==> src/rtl/seg7_pkg.sv <==
// Shared seven-segment definitions: segment codes (bit7=a .. bit1=g, bit0=dp),
// decoder defaults and small helpers used on both the encode and decode side.
package seg7_pkg;

    localparam int unsigned STABLE_CYCLES_DEFAULT = 4;

    localparam logic [7:0] SEG_0     = 8'hFC;
    localparam logic [7:0] SEG_1     = 8'h60;
    localparam logic [7:0] SEG_2     = 8'hDA;
    localparam logic [7:0] SEG_3     = 8'hF2;
    localparam logic [7:0] SEG_4     = 8'h66;
    localparam logic [7:0] SEG_5     = 8'hB6;
    localparam logic [7:0] SEG_6     = 8'hBE;
    localparam logic [7:0] SEG_7     = 8'hE0;
    localparam logic [7:0] SEG_8     = 8'hFE;
    localparam logic [7:0] SEG_9     = 8'hE6;
    localparam logic [7:0] SEG_BLANK = 8'h00;

    // Clears the decimal point so it never takes part in a comparison.
    localparam logic [7:0] DP_MASK   = 8'hFE;

    localparam logic [9:0] VALUE_MAX = 10'd999;

    typedef enum logic {
        ST_SYNC,
        ST_LOCKED
    } seq_state_e;

    // A three-digit display pattern; 'none' marks "nothing accepted yet".
    typedef struct packed {
        logic       none;
        logic [7:0] d2;
        logic [7:0] d1;
        logic [7:0] d0;
    } seg_key_t;

    localparam seg_key_t KEY_NONE = '{none: 1'b1, d2: 8'h00, d1: 8'h00, d0: 8'h00};

    function automatic logic [9:0] bcd_to_bin(input logic [3:0] d2,
                                              input logic [3:0] d1,
                                              input logic [3:0] d0);
        return 10'(d2) * 10'd100 + 10'(d1) * 10'd10 + 10'(d0);
    endfunction

endpackage

==> src/rtl/seg7_decoder_3_if.sv <==
// Display-side bundle of the three-digit decoder: raw segment inputs in,
// decoded digits, value, status pulses and error counters out.
interface seg7_decoder_3_if;

    logic [7:0] seg0;
    logic [7:0] seg1;
    logic [7:0] seg2;
    logic [3:0] bcd0;
    logic [3:0] bcd1;
    logic [3:0] bcd2;
    logic [9:0] value;
    logic       valid;
    logic       pattern_err;
    logic       seq_err;
    logic [7:0] pattern_err_cnt;
    logic [7:0] seq_err_cnt;
    logic       locked;

    modport master (
        output seg0, seg1, seg2,
        input  bcd0, bcd1, bcd2, value, valid, pattern_err, seq_err,
               pattern_err_cnt, seq_err_cnt, locked
    );

    modport slave (
        input  seg0, seg1, seg2,
        output bcd0, bcd1, bcd2, value, valid, pattern_err, seq_err,
               pattern_err_cnt, seq_err_cnt, locked
    );

endinterface

==> src/rtl/seg7_digit_dec.sv <==
// Single-digit seven-segment to BCD decoder; dp is masked off before matching.
module seg7_digit_dec
    import seg7_pkg::*;
(
    input  logic [7:0] pat,
    output logic [3:0] bcd,
    output logic       digit_ok,
    output logic       blank
);

    logic [7:0] masked;

    // NOTE: every output gets a default first so no path leaves one unassigned,
    // which is what would otherwise infer a latch.
    always_comb begin
        masked   = pat & DP_MASK;
        bcd      = 4'd0;
        digit_ok = 1'b1;
        blank    = (masked == SEG_BLANK);
        case (masked)
            SEG_0:   bcd = 4'd0;
            SEG_1:   bcd = 4'd1;
            SEG_2:   bcd = 4'd2;
            SEG_3:   bcd = 4'd3;
            SEG_4:   bcd = 4'd4;
            SEG_5:   bcd = 4'd5;
            SEG_6:   bcd = 4'd6;
            SEG_7:   bcd = 4'd7;
            SEG_8:   bcd = 4'd8;
            SEG_9:   bcd = 4'd9;
            default: digit_ok = 1'b0;
        endcase
    end

endmodule

==> src/rtl/seg7_decoder_3.sv <==
// Three-digit display snooper: debounces the segment bus, decodes accepted
// patterns and checks that successive values count up by one modulo 1000.
module seg7_decoder_3
    import seg7_pkg::*;
#(
    parameter int unsigned STABLE_CYCLES = STABLE_CYCLES_DEFAULT
) (
    input  logic           clk,
    input  logic           rst,
    seg7_decoder_3_if.slave bus
);

    localparam logic [3:0] STABLE_LIM = 4'(STABLE_CYCLES);

    logic [7:0] seg0_q, seg1_q, seg2_q;
    seg_key_t   in_key;
    seg_key_t   cand_q, cand_d;
    seg_key_t   last_q, last_d;
    logic [3:0] stab_q, stab_d;
    seq_state_e state_q, state_d;

    logic [3:0] bcd0_q, bcd0_d, bcd1_q, bcd1_d, bcd2_q, bcd2_d;
    logic [9:0] value_q, value_d;
    logic       valid_q, valid_d;
    logic       pattern_err_q, pattern_err_d;
    logic       seq_err_q, seq_err_d;
    logic [7:0] pattern_err_cnt_q, pattern_err_cnt_d;
    logic [7:0] seq_err_cnt_q, seq_err_cnt_d;
    logic       locked_q, locked_d;

    logic [3:0] dig0, dig1, dig2;
    logic       ok0, ok1, ok2;
    logic       blank0, blank1, blank2;
    logic       accept;
    logic [9:0] new_value;
    logic [9:0] next_value;

    // NOTE: the input stage is a plain sampling register with no reset; its
    // contents are ignored until the candidate logic, which is reset, sees them.
    always_ff @(posedge clk) begin
        seg0_q <= bus.seg0;
        seg1_q <= bus.seg1;
        seg2_q <= bus.seg2;
    end

    assign in_key = '{none: 1'b0,
                      d2:   seg2_q & DP_MASK,
                      d1:   seg1_q & DP_MASK,
                      d0:   seg0_q & DP_MASK};

    seg7_digit_dec u_dig0 (.pat(cand_q.d0), .bcd(dig0), .digit_ok(ok0), .blank(blank0));
    seg7_digit_dec u_dig1 (.pat(cand_q.d1), .bcd(dig1), .digit_ok(ok1), .blank(blank1));
    seg7_digit_dec u_dig2 (.pat(cand_q.d2), .bcd(dig2), .digit_ok(ok2), .blank(blank2));

    always_comb begin
        cand_d            = in_key;
        last_d            = last_q;
        stab_d            = stab_q;
        state_d           = state_q;
        bcd0_d            = bcd0_q;
        bcd1_d            = bcd1_q;
        bcd2_d            = bcd2_q;
        value_d           = value_q;
        valid_d           = 1'b0;
        pattern_err_d     = 1'b0;
        seq_err_d         = 1'b0;
        pattern_err_cnt_d = pattern_err_cnt_q;
        seq_err_cnt_d     = seq_err_cnt_q;
        new_value         = bcd_to_bin(dig2, dig1, dig0);
        next_value        = (value_q == VALUE_MAX) ? 10'd0 : value_q + 10'd1;

        // The candidate register lags the input stage by one sample, so a
        // mismatch means the bus just changed and counting restarts.
        if (in_key != cand_q) begin
            stab_d = 4'd1;
        end else if (stab_q < STABLE_LIM) begin
            stab_d = stab_q + 4'd1;
        end

        accept = (in_key == cand_q) && (stab_q == STABLE_LIM) && (cand_q != last_q);

        if (accept) begin
            last_d = cand_q;
            if (blank0 && blank1 && blank2) begin
                state_d = ST_SYNC;
            end else if (ok0 && ok1 && ok2) begin
                valid_d = 1'b1;
                bcd0_d  = dig0;
                bcd1_d  = dig1;
                bcd2_d  = dig2;
                value_d = new_value;
                state_d = ST_LOCKED;
                if (state_q == ST_LOCKED && new_value != next_value) begin
                    seq_err_d = 1'b1;
                    if (seq_err_cnt_q != 8'hFF) begin
                        seq_err_cnt_d = seq_err_cnt_q + 8'd1;
                    end
                end
            end else begin
                // Bad pattern: reference value and FSM state stay untouched.
                pattern_err_d = 1'b1;
                if (pattern_err_cnt_q != 8'hFF) begin
                    pattern_err_cnt_d = pattern_err_cnt_q + 8'd1;
                end
            end
        end

        locked_d = (state_d == ST_LOCKED);
    end

    // NOTE: sequential state uses non-blocking assignments only, so every flop
    // samples the pre-edge values regardless of statement order.
    always_ff @(posedge clk) begin
        if (rst) begin
            cand_q            <= KEY_NONE;
            last_q            <= KEY_NONE;
            stab_q            <= 4'd0;
            state_q           <= ST_SYNC;
            bcd0_q            <= 4'd0;
            bcd1_q            <= 4'd0;
            bcd2_q            <= 4'd0;
            value_q           <= 10'd0;
            valid_q           <= 1'b0;
            pattern_err_q     <= 1'b0;
            seq_err_q         <= 1'b0;
            pattern_err_cnt_q <= 8'd0;
            seq_err_cnt_q     <= 8'd0;
            locked_q          <= 1'b0;
        end else begin
            cand_q            <= cand_d;
            last_q            <= last_d;
            stab_q            <= stab_d;
            state_q           <= state_d;
            bcd0_q            <= bcd0_d;
            bcd1_q            <= bcd1_d;
            bcd2_q            <= bcd2_d;
            value_q           <= value_d;
            valid_q           <= valid_d;
            pattern_err_q     <= pattern_err_d;
            seq_err_q         <= seq_err_d;
            pattern_err_cnt_q <= pattern_err_cnt_d;
            seq_err_cnt_q     <= seq_err_cnt_d;
            locked_q          <= locked_d;
        end
    end

    assign bus.bcd0            = bcd0_q;
    assign bus.bcd1            = bcd1_q;
    assign bus.bcd2            = bcd2_q;
    assign bus.value           = value_q;
    assign bus.valid           = valid_q;
    assign bus.pattern_err     = pattern_err_q;
    assign bus.seq_err         = seq_err_q;
    assign bus.pattern_err_cnt = pattern_err_cnt_q;
    assign bus.seq_err_cnt     = seq_err_cnt_q;
    assign bus.locked          = locked_q;

endmodule

==> src/flat_wrapper.sv <==
// flat-port wrapper written by rule: the top's interface ports become plain ports
module seg7_decoder_3_flat import seg7_pkg::*;
#(
    parameter int unsigned STABLE_CYCLES = STABLE_CYCLES_DEFAULT
)
  (clk, rst, bus_seg0, bus_seg1, bus_seg2, bus_bcd0, bus_bcd1, bus_bcd2, bus_value, bus_valid, bus_pattern_err, bus_seq_err, bus_pattern_err_cnt, bus_seq_err_cnt, bus_locked);
  seg7_decoder_3_if bus_i ();
  input  logic clk;
  input  logic rst;
  input wire logic [$bits(bus_i.seg0)-1:0] bus_seg0;
  input wire logic [$bits(bus_i.seg1)-1:0] bus_seg1;
  input wire logic [$bits(bus_i.seg2)-1:0] bus_seg2;
  output wire logic [$bits(bus_i.bcd0)-1:0] bus_bcd0;
  output wire logic [$bits(bus_i.bcd1)-1:0] bus_bcd1;
  output wire logic [$bits(bus_i.bcd2)-1:0] bus_bcd2;
  output wire logic [$bits(bus_i.value)-1:0] bus_value;
  output wire logic [$bits(bus_i.valid)-1:0] bus_valid;
  output wire logic [$bits(bus_i.pattern_err)-1:0] bus_pattern_err;
  output wire logic [$bits(bus_i.seq_err)-1:0] bus_seq_err;
  output wire logic [$bits(bus_i.pattern_err_cnt)-1:0] bus_pattern_err_cnt;
  output wire logic [$bits(bus_i.seq_err_cnt)-1:0] bus_seq_err_cnt;
  output wire logic [$bits(bus_i.locked)-1:0] bus_locked;
  assign bus_i.seg0 = bus_seg0;
  assign bus_i.seg1 = bus_seg1;
  assign bus_i.seg2 = bus_seg2;
  assign bus_bcd0 = bus_i.bcd0;
  assign bus_bcd1 = bus_i.bcd1;
  assign bus_bcd2 = bus_i.bcd2;
  assign bus_value = bus_i.value;
  assign bus_valid = bus_i.valid;
  assign bus_pattern_err = bus_i.pattern_err;
  assign bus_seq_err = bus_i.seq_err;
  assign bus_pattern_err_cnt = bus_i.pattern_err_cnt;
  assign bus_seq_err_cnt = bus_i.seq_err_cnt;
  assign bus_locked = bus_i.locked;
  seg7_decoder_3 #(.STABLE_CYCLES(STABLE_CYCLES)) u_core (.clk(clk), .rst(rst), .bus(bus_i));
endmodule
==> config.mk <==
export PLATFORM = sky130hd
export DESIGN_NAME = seg7_decoder_3_flat
export DESIGN_NICKNAME = d
export VERILOG_FILES = /design/src/rtl/seg7_pkg.sv /design/src/rtl/seg7_decoder_3_if.sv /design/src/rtl/seg7_digit_dec.sv /design/src/rtl/seg7_decoder_3.sv /design/src/flat_wrapper.sv
export SDC_FILE = /design/constraint.sdc
export NUM_CORES = 1
export LEC_CHECK = 0
export CAP_MARGIN = 5
export CORE_MARGIN = 4
export CORE_UTILIZATION = 32
export CTS_CLUSTER_DIAMETER = 30
export DETAILED_ROUTE_END_ITERATION = 7
export SYNTH_ARGS = -nofsm -noshare
export SYNTH_HDL_FRONTEND = slang
export SYNTH_HIERARCHICAL = 1
export SYNTH_SLANG_ARGS = --single-unit
==> constraint.sdc <==
create_clock -name clk -period 9.9 [get_ports clk]
set_input_delay 1.98 -clock clk [delete_from_list [all_inputs] [get_ports clk]]
set_output_delay 1.98 -clock clk [all_outputs]
set_load 0.05 [all_outputs]
==> key figures <==
Outcome
  – Status: finished clean

Routing
  – Drt total wl: 13200 um
  – # DRC: 0
  – Vias: 4617
  – WL/cell: 14.2 um
  – Vias per inst: 4.96
  – Antenna Nets Post-Route: 0
  – First-pass detailed-route iteration total: 4
  – Initial drt markers: about 290

Clock network
  – Clock edge transition at the registers on the reported setup and hold paths: about 80 ps
  – Worst skew pair latency: 360 ps
  – Post-CTS Setup Inserts: 0
  – Hold_buf cts: 0
  – CTS tree: done
  – CTS Root Cell: clkbuf_16
  – Max H-tree Level: 3
  – Post-CTS sizing: 0
  – Number of buffers created by CTS: 9
  – Longest Clk Path Bufs: 2
  – Clk sinks: 110

GRT
  – GRT overflow: 0
  – Global-route usage over all layers: 0.126
  – Number of global-route vias before repair: roughly 4300
  – Largest net degree at the start of global routing: 96
  – Initial antenna violation count: 0
  – First-pass GRT wire length: 22200 um

Critical path
  – R2R depth: 16
  – Worst Setup End Kind: flip-flop
  – FF-to-FF End: u_core/bus.seq_err_cnt[0]$_SDFFE_PP0P_
  – Reg2reg setup slack: around 4600 ps
  – Slowest library cell on the worst path: dfxtp_1
  – Crit start category: flip-flop
  – CP Cell Sequence: nor4b_2 > o211ai_1 > a21boi_1 > ha_1 > ha_1 > fa_1 > ha_1 > ha_1 > nor2_1 > a21oi_1 > xor2_1 > o21ai_0 > o32ai_1 > o2111ai_1 > nand4_1 > mux2_2
  – CP startpoint: u_core/cand_q[14]$_SDFF_PP0_
  – Crit-path max FO: 16
  – Worst flop-to-flop path startpoint: u_core/cand_q[14]$_SDFF_PP0_
  – Arr. time, crit path: 5550 ps
  – CP most frequent cell: ha_1
  – Slowest stage delay, CP: 690 ps
  – Critical path class: reg2reg
  – Worst setup path end: u_core/bus.seq_err_cnt[0]$_SDFFE_PP0P_
  – CP Data Required Time: 10150 ps

Placement
  – Placed insts: 914
  – Final HPWL from detailed placement: about 9400 um
  – GP Congestion: around 0.79
  – Port Buffers: 64
  – Place WS: 4670 ps

Timing
  – RSZ-0062 raised after global routing: false
  – Worst-Margin Slew: 954 ps
  – WHS: 451 ps
  – Fin Setup TNS: 0 ps
  – Fin. max-slew vios: 0
  – Final WS setup: roughly 4600 ps
  – Layout Skew: 10.1 ps
  – Min Clock Period, post-route: 5300 ps
  – Final Hold Vio Count: 0
  – Max Fclk: 189 MHz
  – Final Cycle Share: 0.535
  – Final setup vio count: 0
  – Max-slew headroom: 0.364

Die
  – Initial Util: 0.330
  – Die X: around 150 um
  – # IOs: 68
  – Die Y: between 100 and 150 um
  – Area of the core: 18300 um2
  – Row cnt: 49
  – DIE AREA: 21100 um2

Synth
  – Synth Instances: 650
  – Avg Inst Size Synth: 9.28 um2
  – Ys Warns: 6
  – Syn_nets: 709
  – Synthesized area: roughly 6000 um2

Finish
  – Commonest non-fill, non-tap cell in the layout: dfxtp_1
  – Fin cells: 930
  – Multi-input logic area: 3550 um2
  – ANT cells: 0
  – Share of cells above drive strength 1: 0.0613
  – Final nets: 755
  – Layout area overhead: 17.5%
  – Seq. cell area: 2200 um2
  – Fill cells: 1864
  – Commonest cells after routing, fill and taps aside: 110 x dfxtp_1, 63 x clkdlybuf4s50_1, 55 x nand2_1

Power and ir drop
  – Peak supply drop: 0.0916 mV
  – LEAKAGE: 0.00273 uW
  – PwrDens: 128 nW/um2

Worst hold path
  – Min-delay worst type: reg2reg

Job
  – MaxCap Viol Count: 0
[worst min-delay path by stage]
stage | startpoint | to | slack (ps) | depth (start not counted)
after floorplan | u_core/last_q[24]$_SDFFE_PP1P_ | u_core/last_q[24]$_SDFFE_PP1P_ | 450 | 1
after global placement | u_core/bus.bcd1[0]$_SDFFE_PP0P_ | u_core/bus.bcd1[0]$_SDFFE_PP0P_ | 440 | 2
after detailed placement | u_core/bus.bcd2[0]$_SDFFE_PP0P_ | u_core/bus.bcd2[0]$_SDFFE_PP0P_ | 450 | 2
after CTS | u_core/bus.bcd2[0]$_SDFFE_PP0P_ | u_core/bus.bcd2[0]$_SDFFE_PP0P_ | 460 | 2
after global routing | u_core/bus.bcd2[3]$_SDFFE_PP0P_ | u_core/bus.bcd2[3]$_SDFFE_PP0P_ | 470 | 2
final | u_core/bus.bcd2[2]$_SDFFE_PP0P_ | u_core/bus.bcd2[2]$_SDFFE_PP0P_ | 450 | 2
[power by group]
group | switching (uW) | internal, uW
combinational | 21.0 | 27.9
clock | 178 | 205
sequential | 21.0 | 452
total | 220 | 684
[layer usage]
layer | vias up | GRT usage | routed length [um]
met1 | 2141 | 0.177 | 6540
met2 | 85 | 0.197 | 5950
li1 | 2383 | - | -
met3 | 8 | 0.0318 | 542
met5 | - | 0 | 0
met4 | 0 | 0.0294 | 149
[worst max-delay path, delay by kind of cell (launching register included)]
kind                     cells  cell delay [ps]
AO/OA/AOI/OAI                6             1700
adder cells (fa/ha/maj)      5             1500
flip-flops                   1              690
AND/OR/NAND/NOR              3              640
multiplexers                 1              350
XOR/XNOR                     1              330
[sequential cells by signal, summed over array words and instances (netlist names), 4 cells and up]
name and flops:
u_core/bus.bcd1 4, u_core/bus.bcd2 4, u_core/stab_q 4, u_core/seg2_q 7
u_core/seg0_q 7, u_core/cand_q 22, u_core/last_q 22, u_core/bus.seq_err_cnt 8
u_core/bus.bcd0 4, u_core/bus.value 9, u_core/bus.pattern_err_cnt 8, u_core/seg1_q 7
[final cells by class]
type                            instances  area share
Clock buffer                           10      0.0323
Clock inverter                          6      0.0118
Inverter                               23      0.0122
Multi-Input combinational cell        486       0.501
Sequential cell                       110       0.311
Tap cell                              229      0.0404
Timing Repair Buffer                   66      0.0918
[per-stage QoR]
stage | cell area (um2) | power (uW) | utilization
4_1_cts | 7090 | 920 | 0.388
3_5_place_dp | 6770 | 533 | 0.371
5_1_grt | 7090 | 944 | 0.388
6_report | 7090 | 904 | 0.388
2_1_floorplan | 6030 | 515 | -
3_3_place_gp | 6770 | 532 | 0.371
Note: power is estimated with default switching activity, not from simulation.
